[config.mk]
export PLATFORM = sky130hd
export DESIGN_NAME = hazard_ctrl
export DESIGN_NICKNAME = d
export VERILOG_FILES = /design/src/rtl/hazard_ctrl.sv
export SDC_FILE = /design/constraint.sdc
export NUM_CORES = 1
export LEC_CHECK = 0
export ABC_AREA = 1
export CORE_MARGIN = 1.5
export CORE_UTILIZATION = 30
export CTS_BUF_LIST = sky130_fd_sc_hd__clkbuf_4 sky130_fd_sc_hd__clkbuf_8
export CTS_CLUSTER_DIAMETER = 120
export DETAILED_ROUTE_END_ITERATION = 16
export GPL_TIMING_DRIVEN = 0
export SETUP_SLACK_MARGIN = 0.4
export SKIP_LAST_GASP = 1
export SYNTH_ARGS = -nofsm -noshare
export SYNTH_HDL_FRONTEND = slang
export SYNTH_SLANG_ARGS = --single-unit
[constraint.sdc]
create_clock -name CLK -period 2.97 [get_ports CLK]
set_input_delay 0.297 -clock CLK [delete_from_list [all_inputs] [get_ports CLK]]
set_output_delay 0.297 -clock CLK [all_outputs]
set_load 0.02 [all_outputs]
[src/rtl/hazard_ctrl.sv]
// Pipeline hazard controller: stage enables, bubbles and PC write for dmem waits, load-use, fetch misses, branches, halt.
// Control outputs are combinational from state and inputs; state and perf counters update on CLK.
module hazard_ctrl #(
  parameter int CNT_W = 32
) (
  input  logic             CLK,
  input  logic             nRST,
  input  logic             ihit,
  input  logic             dhit,
  input  logic             dmem_req_MEM,
  input  logic             dREN_ID_EX,
  input  logic [4:0]       Rt_ID_EX,
  input  logic [4:0]       Rs_IF_ID,
  input  logic [4:0]       Rt_IF_ID,
  input  logic             branch_taken,
  input  logic             halt_MEM_WB,
  output logic             pc_en,
  output logic             enable_IF_ID,
  output logic             flush_IF_ID,
  output logic             enable_ID_EX,
  output logic             flush_ID_EX,
  output logic             enable_EX_MEM,
  output logic             flush_EX_MEM,
  output logic             enable_MEM_WB,
  output logic             halt,
  output logic [CNT_W-1:0] stall_cnt,
  output logic [CNT_W-1:0] flush_cnt
);

  typedef enum logic [1:0] {
    RUN   = 2'd0,
    DWAIT = 2'd1,
    HALT  = 2'd2
  } state_t;

  state_t state, next_state;

  logic dwait, lu, ifmiss;
  logic br_flush;

  assign dwait  = dmem_req_MEM & ~dhit;
  assign lu     = dREN_ID_EX & (Rt_ID_EX != 5'd0) &
                  ((Rt_ID_EX == Rs_IF_ID) | (Rt_ID_EX == Rt_IF_ID));
  assign ifmiss = ~ihit;

  always_ff @(posedge CLK or negedge nRST) begin
    if (!nRST) state <= RUN;
    else       state <= next_state;
  end

  always_comb begin
    next_state = state;
    if (state == HALT || halt_MEM_WB) next_state = HALT;
    else if (dwait)                   next_state = DWAIT;
    else                              next_state = RUN;
  end

  // Gating on nRST keeps every register frozen while reset is held.
  always_comb begin
    pc_en         = 1'b0;
    enable_IF_ID  = 1'b0;
    flush_IF_ID   = 1'b0;
    enable_ID_EX  = 1'b0;
    flush_ID_EX   = 1'b0;
    enable_EX_MEM = 1'b0;
    flush_EX_MEM  = 1'b0;
    enable_MEM_WB = 1'b0;
    halt          = 1'b0;
    br_flush      = 1'b0;
    if (!nRST) begin
      halt = 1'b0;
    end else if (state == HALT) begin
      halt = 1'b1;
    end else if (halt_MEM_WB || dwait) begin
      halt = 1'b0;
    end else begin
      pc_en         = 1'b1;
      enable_IF_ID  = 1'b1;
      enable_ID_EX  = 1'b1;
      enable_EX_MEM = 1'b1;
      enable_MEM_WB = 1'b1;
      if (branch_taken) begin
        flush_IF_ID = 1'b1;
        flush_ID_EX = 1'b1;
        br_flush    = 1'b1;
      end else if (lu) begin
        pc_en        = 1'b0;
        enable_IF_ID = 1'b0;
        flush_ID_EX  = 1'b1;
      end else if (ifmiss) begin
        pc_en       = 1'b0;
        flush_IF_ID = 1'b1;
      end
    end
  end

  always_ff @(posedge CLK or negedge nRST) begin
    if (!nRST) begin
      stall_cnt <= '0;
      flush_cnt <= '0;
    end else if (state != HALT) begin
      if (!pc_en && stall_cnt != '1) stall_cnt <= stall_cnt + CNT_W'(1);
      if (br_flush && flush_cnt != '1) flush_cnt <= flush_cnt + CNT_W'(1);
    end
  end

endmodule
==> results.md <==
- The multi-input logic area is 2380 um2.
- The clock transition at the registers of the reported paths is 70 ps.
- The min-delay analysis places its worst path in the category flip-flop to flip-flop.
- The net count after synthesis is roughly 660.
- The overall track demand over capacity in global routing is 17.3%.
- The fraction of the cycle the final worst path needs is 81.2%.
- The data required time at the worst endpoint is between 2000 and 3000 ps.
- The clock arrives with 6.30 ps of skew.
- After synthesis the cells add up to 4370 um2.
- Clock latency on the worst-skew pair, taken at its later pin, is about 350 ps.
- The gate count of the mapped netlist is 634.
- The clock tree root buffer cell is sky130_fd_sc_hd__clkbuf_8.
- The pre-CTS setup slack is -47.0 ps.
- In this run the number of H-tree levels came out at 3.
- For this run, the post-layout net count is 769.
- Clock tree synthesis inserted a total of 9 buffers.
- The number of slew-limit violations in the final report came to 0.
- The setup path with the least slack is of type input pin to primary output.
- The largest voltage drop on the vdd net is 169 uV.
- The fraction of layout cells with a size suffix above 1 is under 10%.
- Routability-driven placement finished with a final weighted congestion of 0.949.
- The effective utilization at floorplan is between 30% and 40%.
- The tool flagged a number of max-cap violations equal to 0.
- The number of diodes added for antenna fixing is 0.
- The count of state elements after synthesis is 66.
- The initial antenna violation count is 0.
- The smallest hold slack is 509 ps.
- Once detailed placement completed, the half-perimeter wirelength came to slightly below 10,000 um.
- The top cell type's share of synthesized area is 37.8%.
- STA classifies the critical path endpoint as a primary output.
- The global-route wire length before repair is 20,400 um.
- The library cell with the largest summed area after synthesis is sky130_fd_sc_hd__dfrtp_1.
- Measured along the y axis, the die boundary spans approximately 120 um.
- The worst setup path is launched from an input pin.
- Once layout is complete, the utilization of the core stands at 41.3%.
- The total overflow left after global routing is 0.
- The hold violation total from the final report is 0.
- The count of unique library cells instantiated by Yosys is 27.
- The via count of the first global-routing pass came to 4,031.
- The count of nets left with antenna violations once routing finished came out at 0.
- The wire length after detailed routing is ~12,000 um.
- The finished cells cover 5800 um2.
- The detailed router placed 4,274 vias in this run.
- The tree built by TritonCTS fans out to 66 sinks.
- Registers take 1650 um2.
- In the post-route analysis, the smallest setup slack over all paths is between 500 and 600 ps.
- In this run the standard cell core region covers about 14,000 um2.
- The count of filler cells inserted in the layout is 1,479.
- Setup repair after global routing left no endpoint under its margin.
- The horizontal die dimension is 124 um.
- The flow ran to the end, and the final reports show no timing, DRC or antenna violations.
- The clock tree from TritonCTS is built.
- The count of synthesis-stage warnings from yosys is 0.
- Dividing total power by cell area gives a power density of 290 nW/um2.
- The maximum fanout along the worst path is 5.
- Relative to the synthesized area, the layout overhead comes to 32.5%.
- The deepest clock path buffer count is 2.
- The number of DRC violations after detailed routing is 0.
- The standby leakage power is 2.74 nW.
- The total number of placement rows is 43.
- The setup total negative slack is 0 ps.
- For the worst setup path, the data arrival time is 2110 ps.
- The average footprint of a synthesized cell is about 7 um2.
- Ranked by total cell area, the synthesized netlist is headed by sky130_fd_sc_hd__dfrtp_1 38%, sky130_fd_sc_hd__nand2_1 20%, sky130_fd_sc_hd__xor2_1 9.0%, sky130_fd_sc_hd__nor2_1 7.1%, sky130_fd_sc_hd__inv_1 5.2%.
- The fmax is 0.415 GHz.
- Setup violations remaining at the end of the flow were counted as 0.
- The count of input and output buffers is between 90 and 100.
- Sequential elements use 37.8% of the synthesized area.
- The detailed-route vias per instance is 4.60.
- The detailed-routing iteration count for the pre-antenna-repair pass is 4.
- The total I/O pin count is 96.
- In this run the cell area measured after placement is 5540 um2.
- The die outline area is 15,300 um2.
- The largest net degree at the start of global routing is 67.
- After the first detailed-routing iteration, the DRC count stood at roughly 250.
- The minimum clock period is 2410 ps.
- Dividing the detail-routed wire length by the instance count gives about 13 um.
[state kept, by name (all words and copies together), names as in the netlist]
signal	flops
stall_cnt	32
flush_cnt	32
state	2
[per-layer routing]
| metal | routed length (um) | vias up | GRT usage [%] |
|---|---|---|---|
| met5 | 0 | - | 0 |
| met3 | 642 | 16 | 3.25 |
| li1 | - | 2191 | - |
| met4 | 188 | 0 | 5.39 |
| met1 | 5580 | 1955 | 21.9 |
| met2 | 6080 | 112 | 29.7 |
[cell usage after synthesis]
| cell | n |
|---|---|
| sky130_fd_sc_hd__xnor2_1 | 15 |
| sky130_fd_sc_hd__buf_6 | 4 |
| sky130_fd_sc_hd__nand4_1 | 13 |
| sky130_fd_sc_hd__dfrtp_1 | 66 |
| sky130_fd_sc_hd__ha_1 | 2 |
| sky130_fd_sc_hd__inv_2 | 3 |
| sky130_fd_sc_hd__buf_4 | 3 |
| sky130_fd_sc_hd__nand2_1 | 231 |
| sky130_fd_sc_hd__nor3_2 | 4 |
| sky130_fd_sc_hd__o21ai_1 | 6 |
| sky130_fd_sc_hd__nor3b_1 | 1 |
| sky130_fd_sc_hd__clkbuf_1 | 1 |
| sky130_fd_sc_hd__and2_1 | 1 |
| sky130_fd_sc_hd__nand3_1 | 45 |
| sky130_fd_sc_hd__conb_1 | 1 |
| sky130_fd_sc_hd__buf_2 | 9 |
| sky130_fd_sc_hd__nor2_1 | 83 |
| sky130_fd_sc_hd__nand3b_1 | 1 |
| sky130_fd_sc_hd__nand2_4 | 2 |
| sky130_fd_sc_hd__a21oi_1 | 2 |
| sky130_fd_sc_hd__o21ai_0 | 4 |
| sky130_fd_sc_hd__inv_1 | 60 |
| sky130_fd_sc_hd__nor2_2 | 3 |
| sky130_fd_sc_hd__nor3_1 | 24 |
| sky130_fd_sc_hd__nand3_2 | 4 |
| sky130_fd_sc_hd__xor2_1 | 45 |
| sky130_fd_sc_hd__nor4_1 | 1 |
[worst max-delay path, cell delays in order]
cell	delay [ps]
sky130_fd_sc_hd__dlygate4sd3_1	560
sky130_fd_sc_hd__buf_8	130
sky130_fd_sc_hd__nand4_1	140
sky130_fd_sc_hd__inv_1	220
sky130_fd_sc_hd__nand2_1	100
sky130_fd_sc_hd__inv_1	60
sky130_fd_sc_hd__clkdlybuf4s50_1	600
[stage by stage]
| stage | total power [mW] | cells |
|---|---|---|
| finish | 1.68 | 929 |
| floorplan | 0.940 | 634 |
| global placement | 0.996 | 908 |
| detailed placement | 0.996 | 908 |
| global route | 1.75 | 929 |
| CTS | 1.71 | 926 |
[cell usage in the layout, fill, tap and decap left out, drive strengths merged]
master and n:
and2 1, inv 63, clkinvlp 2, nor3 28, ha 2, nor4 1
dfrtp 66, xor2 45, o21ai 10, nand2 233, clkdlybuf4s50 91, nor3b 1
dlygate4sd3 1, dlygate4sd2 1, nor2 86, a21oi 2, dlymetal6s2s 1, conb 1
nand4 13, nand3 49, buf 21, clkinv 3, nand3b 1, xnor2 15
clkbuf 12
[worst paths after layout]
kind | startpoint | end | slack [ps] | cells after the start
setup / recovery | nRST | enable_IF_ID | 560 | 7
hold / removal | stall_cnt[31] | stall_cnt[31] | 510 | 2
setup reg to reg | stall_cnt[0] | stall_cnt[28] | 920 | 11
hold reg to reg | stall_cnt[31] | stall_cnt[31] | 510 | 2
max in group asynchronous | nRST | stall_cnt[18] | 2140 | 3
min in group asynchronous | nRST | flush_cnt[5] | 520 | 3
[layout make-up]
cell class	instances	area share, %
clock buffer	11	2.50
buffer	17	2.05
sequential	66	28.5
multi-input combinational	488	41.1
inverter	63	4.08
clock inverter	5	0.518
timing repair buffer	99	17.4
tap	180	3.89
[cells by family after synthesis]
| kind of cell | synth area share (%) |
|---|---|
| xor+xnor | 12.0 |
| flops | 37.8 |
| compound gates | 1.37 |
| fa+ha+maj | 0.572 |
| buf+inv | 8.07 |
| other cells | 0.0858 |
| simple gates | 40.1 |
[what timing repair did]
action / in CTS / in global routing
hold buffers: 2 / 0
pin swaps: 0 / 1
hold endpoints to repair: 66 / 0
buffers inserted: 0 / 3
setup endpoints to repair: 5 / 3
gates resized for setup: 5 / 2
[where the power goes]
group	leakage, nW	internal, mW	switching, mW
registers	0.881	0.898	0
clock network	0.0885	0.330	0.362
logic	1.77	0.0426	0.0446
No activity file was read; power rests on OpenSTA's default activity.
